<file path="src/rtl/multdiv_issue_ctrl_pkg.sv">
// Shared processor definitions for the multdiv issue path.
// Holds the issue FSM encoding, the rstatus destination, the exception codes
// written to rstatus, the decode constants that produce isMul_x/isDiv_x, and
// the request/response records carried by the issue controller.
package multdiv_issue_ctrl_pkg;

  typedef enum logic [1:0] {
    ST_IDLE  = 2'd0,
    ST_START = 2'd1,
    ST_BUSY  = 2'd2,
    ST_DONE  = 2'd3
  } md_state_t;

  localparam logic [4:0]  RSTATUS_REG = 5'd30;
  localparam logic [31:0] MUL_EXC     = 32'd4;
  localparam logic [31:0] DIV_EXC     = 32'd5;

  // R-type ALU opcode and the ALUop field values selecting mul/div.
  localparam logic [4:0] OPC_ALU   = 5'b00000;
  localparam logic [4:0] ALUOP_MUL = 5'b00110;
  localparam logic [4:0] ALUOP_DIV = 5'b00111;

  // Operands and destination held while multdiv runs.
  typedef struct packed {
    logic        is_div;
    logic [4:0]  rd;
    logic [31:0] a;
    logic [31:0] b;
  } md_req_t;

  // Captured writeback presented to the X/M latch.
  typedef struct packed {
    logic [31:0] res;
    logic [4:0]  rd;
    logic        exc;
  } md_rsp_t;

  function automatic logic is_mul_op(input logic [4:0] opcode, input logic [4:0] aluop);
    return (opcode == OPC_ALU) && (aluop == ALUOP_MUL);
  endfunction

  function automatic logic is_div_op(input logic [4:0] opcode, input logic [4:0] aluop);
    return (opcode == OPC_ALU) && (aluop == ALUOP_DIV);
  endfunction

  function automatic logic [31:0] exc_code(input logic is_div);
    return is_div ? DIV_EXC : MUL_EXC;
  endfunction

endpackage

</file>
<file path="src/rtl/multdiv_watchdog.sv">
// Cycle counter bounding the wait for multdiv completion.
// Ports:
//   clock, reset : rising-edge clock, async active-high reset
//   clr          : synchronous clear (wins over en)
//   en           : count one per cycle
//   tc           : count has reached MAX_CYCLES-1
module multdiv_watchdog #(
  parameter int MAX_CYCLES = 40
) (
  input  logic clock,
  input  logic reset,
  input  logic clr,
  input  logic en,
  output logic tc
);
  localparam int CW = $clog2(MAX_CYCLES + 1);

  logic [CW-1:0] cnt;

  // Holds at terminal count so it cannot wrap if en stays high.
  always_ff @(posedge clock or posedge reset) begin
    if (reset)           cnt <= '0;
    else if (clr)        cnt <= '0;
    else if (en && !tc)  cnt <= cnt + 1'b1;
  end

  assign tc = (cnt == CW'(MAX_CYCLES - 1));
endmodule

</file>
<file path="src/rtl/multdiv_issue_ctrl.sv">
// Issue controller between X and the multi-cycle multdiv unit.
// Latches operands/destination for a mul/div in X, pulses ctrl_MULT/ctrl_DIV
// for one cycle, stalls the front end until data_resultRDY, then presents the
// result (or an rstatus exception write) to the X/M latch for one cycle.
// Ports:
//   clock, reset                   : rising-edge clock, async active-high reset
//   isMul_x, isDiv_x, rd_x, flush  : X-stage decode, destination, squash
//   operand_a, operand_b           : bypassed ALU inputs
//   data_resultRDY/exception/result: multdiv completion interface
//   ctrl_MULT, ctrl_DIV            : one-cycle start pulses
//   data_a, data_b                 : held operands to multdiv
//   isStillMultDiv                 : stall for PC, F/D, D/X
//   result_valid, result, result_rd, exception : writeback to X/M
//   timeout                        : sticky watchdog flag
module multdiv_issue_ctrl #(
  parameter int         MAX_CYCLES  = 40,
  parameter logic [4:0] RSTATUS_REG = multdiv_issue_ctrl_pkg::RSTATUS_REG
) (
  input  logic        clock,
  input  logic        reset,
  input  logic        isMul_x,
  input  logic        isDiv_x,
  input  logic [31:0] operand_a,
  input  logic [31:0] operand_b,
  input  logic [4:0]  rd_x,
  input  logic        flush,
  input  logic        data_resultRDY,
  input  logic        data_exception,
  input  logic [31:0] data_result,
  output logic        ctrl_MULT,
  output logic        ctrl_DIV,
  output logic [31:0] data_a,
  output logic [31:0] data_b,
  output logic        isStillMultDiv,
  output logic        result_valid,
  output logic [31:0] result,
  output logic [4:0]  result_rd,
  output logic        exception,
  output logic        timeout
);
  import multdiv_issue_ctrl_pkg::*;

  md_state_t state, state_nxt;
  md_req_t   req_q;
  md_rsp_t   rsp_q;
  logic      timeout_q;

  logic request, accept, capture, cap_exc, to_fire, wd_tc;

  assign request = (isMul_x | isDiv_x) & ~flush;

  multdiv_watchdog #(.MAX_CYCLES(MAX_CYCLES)) u_wd (
    .clock (clock),
    .reset (reset),
    .clr   (state != ST_BUSY),
    .en    (state == ST_BUSY),
    .tc    (wd_tc)
  );

  always_comb begin
    state_nxt = state;
    accept    = 1'b0;
    capture   = 1'b0;
    cap_exc   = 1'b0;
    to_fire   = 1'b0;
    case (state)
      ST_IDLE, ST_DONE: begin
        if (request) begin
          accept    = 1'b1;
          state_nxt = ST_START;
        end else begin
          state_nxt = ST_IDLE;
        end
      end
      // RDY is not looked at here: multdiv cannot finish in the pulse cycle.
      ST_START: state_nxt = flush ? ST_IDLE : ST_BUSY;
      ST_BUSY: begin
        // Flush beats a same-cycle RDY; completion beats the watchdog.
        if (flush) begin
          state_nxt = ST_IDLE;
        end else if (data_resultRDY) begin
          capture   = 1'b1;
          cap_exc   = data_exception;
          state_nxt = ST_DONE;
        end else if (wd_tc) begin
          capture   = 1'b1;
          cap_exc   = 1'b1;
          to_fire   = 1'b1;
          state_nxt = ST_DONE;
        end
      end
      default: state_nxt = ST_IDLE;
    endcase
  end

  always_ff @(posedge clock or posedge reset) begin
    if (reset) begin
      state     <= ST_IDLE;
      req_q     <= '0;
      rsp_q     <= '0;
      timeout_q <= 1'b0;
    end else begin
      state <= state_nxt;
      if (accept) begin
        req_q.is_div <= ~isMul_x;  // mul wins when both decode bits are set
        req_q.rd     <= rd_x;
        req_q.a      <= operand_a;
        req_q.b      <= operand_b;
      end
      if (capture) begin
        if (cap_exc) begin
          rsp_q.res <= exc_code(req_q.is_div);
          rsp_q.rd  <= RSTATUS_REG;
          rsp_q.exc <= 1'b1;
        end else begin
          rsp_q.res <= data_result;
          rsp_q.rd  <= req_q.rd;
          rsp_q.exc <= 1'b0;
        end
      end
      if (to_fire) timeout_q <= 1'b1;
    end
  end

  assign ctrl_MULT    = (state == ST_START) & ~req_q.is_div;
  assign ctrl_DIV     = (state == ST_START) &  req_q.is_div;
  assign data_a       = req_q.a;
  assign data_b       = req_q.b;
  assign result_valid = (state == ST_DONE);
  assign result       = rsp_q.res;
  assign result_rd    = rsp_q.rd;
  assign exception    = rsp_q.exc;
  assign timeout      = timeout_q;

  // The request term is combinational from X, so mask it while reset is held
  // to keep every output low for the whole reset window.
  assign isStillMultDiv = ~reset &
    ((request & ((state == ST_IDLE) | (state == ST_DONE))) |
     (state == ST_START) | (state == ST_BUSY));
endmodule
</file>
<file path="config.mk">
export PLATFORM = sky130hd
export DESIGN_NAME = multdiv_issue_ctrl
export DESIGN_NICKNAME = d
export VERILOG_FILES = /design/src/rtl/multdiv_issue_ctrl_pkg.sv /design/src/rtl/multdiv_watchdog.sv /design/src/rtl/multdiv_issue_ctrl.sv
export SDC_FILE = /design/constraint.sdc
export NUM_CORES = 1
export LEC_CHECK = 0
export CAP_MARGIN = 15
export CORE_AREA = 2 2 108 110
export CTS_CLUSTER_SIZE = 14
export DETAILED_ROUTE_END_ITERATION = 6
export DIE_AREA = 0 0 110 112
export PLACE_DENSITY = 0.84
export SETUP_SLACK_MARGIN = 0.3
export SLEW_MARGIN = 10
export SYNTH_ARGS = -nofsm -noshare
export SYNTH_HDL_FRONTEND = slang
export SYNTH_SLANG_ARGS = --single-unit
</file>
<file path="constraint.sdc">
create_clock -name clock -period 6.99 [get_ports clock]
set_input_delay 1.0485 -clock clock [delete_from_list [all_inputs] [get_ports clock]]
set_output_delay 1.0485 -clock clock [all_outputs]
set_load 0.05 [all_outputs]
</file>
==> results.py <==
metrics = {
    "detailed_routing": {
        "wl_per_cell_um": 16.2,
        "wl_um": 10800,
        "drt_first_pass_iters": 4,
        "drcViolationCount": 0,
        "drtIter0Drc": 91,
        "vias": 3251,
        "antenna_left": 0,
        "viasPerCell": 4.85,
    },
    "logic_synthesis": {
        "postSynthCellCount": 359,
        "synthArstFlopShare_pct": 100,
        "ys_types": 35,
        "synth_ff_type": "dfrtp_1",
        "synth_area_per_cell_sq_um": 13.9,
        "yosys_warnings": 0,
        "ys_ff_latch": 117,
        "synth_edf_count": 0,
        "syn_nets": 471,
        "seq_area_frac_synth_pct": 58.5,
        "syn_area_sq_um": 5010,
    },
    "global_routing": {
        "grt_pass1_wl_um": 17300,
        "grt_util_all_layers_pct": 18.5,
        "use_met3_pct": 6.91,
        "grt_max_degree": 70,
        "antenna_found_initial": 0,
        "top_usage_layer": "met2",
        "grt_pass1_vias": 3523,
        "grt-ovfl-total": 0,
        "grt.met1_usage_pct": 21.8,
        "use_met2_pct": 30.0,
    },
    "final_layout": {
        "drive_above_1_share_pct": 21.4,
        "fin_util_pct": 65.9,
        "insertedDiodeCount": 0,
        "final_cells": 670,
        "mostFrequentLayoutCell": "clkdlybuf4s50_1",
        "nNetsFinal": 626,
        "final_cell_mix": "clkdlybuf4s50_1 (214), dfrtp_1 (117), mux2_2 (72)",
        "syn2layout_area_growth_pct": 47.1,
    },
    "setup_path": {
        "worstSetupStartpointType": "input port",
        "reg2reg_depth": 5,
        "cp.arrival_ns": 3.06,
        "critPathRequiredTime_ns": 5.94,
        "worstReg2RegEnd": "data_b[31]$_DFFE_PP0P_",
        "crit_type": "input port to output pin",
        "worstSetupStartpoint": "flush",
        "cp_max_fo": 5,
        "r2r-start": "state[0]$_DFFE_PP0P_",
        "crit_path_end_kind": "output pin",
        "rrSetupSlack_ns": 4.54,
    },
    "cts": {
        "cts_resized": 0,
        "numCtsBuffers": 17,
        "clk_latency_ns": 0.41,
        "cts_tree": "built",
        "cts_root_buf": "clkbuf_16",
        "clkTransAtPathRegs_ns": 0.05,
        "cts_setup_buffers": 0,
        "clockBufferDepth": 2,
        "htreeDepth": 4,
        "clock_sinks": 117,
        "hold_buffers": 0,
    },
    "sta": {
        "tightest_slew_ns": 0.962,
        "fin_crit_ns": 4.11,
        "slew_headroom_pct": 35.9,
        "max_freq_ghz": 0.244,
        "finalCritPeriodShare_pct": 58.7,
        "finalHoldViolations": 0,
        "finClkSkew_ns": 0.0209,
        "setup_viol": 0,
        "setup_tns_ns": 0,
        "grt_setup_unrepaired": "false",
        "final_max_slew_viol_count": 0,
    },
    "power": {
        "p_sw_mw": 1.09,
        "internal_power_mw": 1.84,
        "powerDensity_nw_per_um2": 397,
        "power_frac_seq_pct": 31.8,
        "p_leak_nw": 3.12,
        "switching_share_pct": 37.2,
        "clkPwrFrac_pct": 28.8,
        "vdd_drop_max_v": 0.000204,
        "combPwrFrac_pct": 39.4,
    },
    "worst_hold_path": {
        "hp-start": "req_q[64]$_DFFE_PP0P_",
        "hold_end": "result_rd[0]$_DFFE_PP0P_",
        "min_path_type": "flip-flop to flip-flop",
        "worstHoldPathCells": 1,
    },
    "floorplan": {
        "ios": 215,
        "row_count": 39,
        "core_sq_um": 11200,
        "fp.dieW_um": 110,
        "dieArea_sq_um": 12300,
        "start_util_pct": 44.8,
        "fp.dieH_um": 112,
    },
    "place": {
        "globalplace.congestion": 0.748,
        "io_buffers": 214,
        "place.detailed.hpwl_um": 7820,
        "placed_cells": 638,
    },
    "job": {
        "drv_cap": 0,
    },
    "status": {
        "status": "completed",
    },
}
[cell type report]
type / instances / area [sq um]
Fill cell: 834 / 3810
Sequential cell: 117 / 2930
Timing Repair Buffer: 216 / 2160
Multi-Input combinational cell: 158 / 1490
Clock buffer: 23 / 488
Tap cell: 143 / 179
Clock inverter: 9 / 100
Inverter: 4 / 17.5
[through the flow]
step           area [sq um]  power [mW]  hold WS [ns]  setup slack (ns)
6_report               7370        2.92         0.486              2.88
5_1_grt                7370        3.05         0.503              2.77
4_1_cts                7370        2.96         0.497              2.87
3_5_place_dp           6780        2.10         0.484              2.91
3_3_place_gp           6760        2.08         0.473              2.97
2_1_floorplan          5010        1.82         0.469              2.84
[logic make-up after synthesis]
logic type,synth area share [%]
DFF,58.5
buffers and inverters,12.0
muxes,16.2
AOI/OAI and AO/OA,9.27
and+or+nand+nor,2.72
adders and majority gates,1.00
xor gates and xnor gates,0.350
[sequential cells by signal (all words and copies together), names as in the netlist, 2 cells and up]
signal     count
data_a        32
result        32
req_q          6
u_wd.cnt       6
result_rd      5
data_b        32
state          2
[Yosys cell counts, types with 3 or more instances]
master,instances,area (sq um)
a22o_1,30,263
a21oi_1,6,30.0
nor3_1,3,15.0
nand3_1,3,15.0
ha_1,4,50.1
nor2_1,3,11.3
mux2_2,72,811
dfrtp_1,117,2930
o22a_1,5,43.8
buf_2,6,30.0
buf_4,66,495
clkbuf_1,4,15.0
buf_6,4,45.0
o21ai_0,5,25.0
inv_1,4,15.0
[per-layer routing]
layer  routed length [um]  up-vias
met4                  168        0
met2                 5310      151
met3                 1030       13
li1                     -     1518
met1                 4330     1569
met5                    0        -
[power groups by stage]
stage	clock network, mW	registers [mW]	logic, mW
final	0.843	0.929	1.15
after global routing	0.901	0.951	1.20
after CTS	0.864	0.932	1.17
after detailed placement	0	0.940	1.16
after global placement	0	0.932	1.15
after floorplan	0	1.10	0.714
[worst max-delay path, stage by stage]
cell             delay [ns]
clkdlybuf4s50_1        0.49
nor2b_1                0.29
o21ai_0                0.22
a21oi_1                0.18
clkdlybuf4s50_1        0.83
[how the worst max path moves through the flow]
stage                            end  cells after the start
2_1_floorplan  data_a[0]$_DFFE_PP0P_                      1
3_3_place_gp          isStillMultDiv                      5
3_5_place_dp          isStillMultDiv                      5
4_1_cts               isStillMultDiv                      5
5_1_grt               isStillMultDiv                      5
6_report              isStillMultDiv                      5
Note: power is estimated with default switching activity, not from simulation.
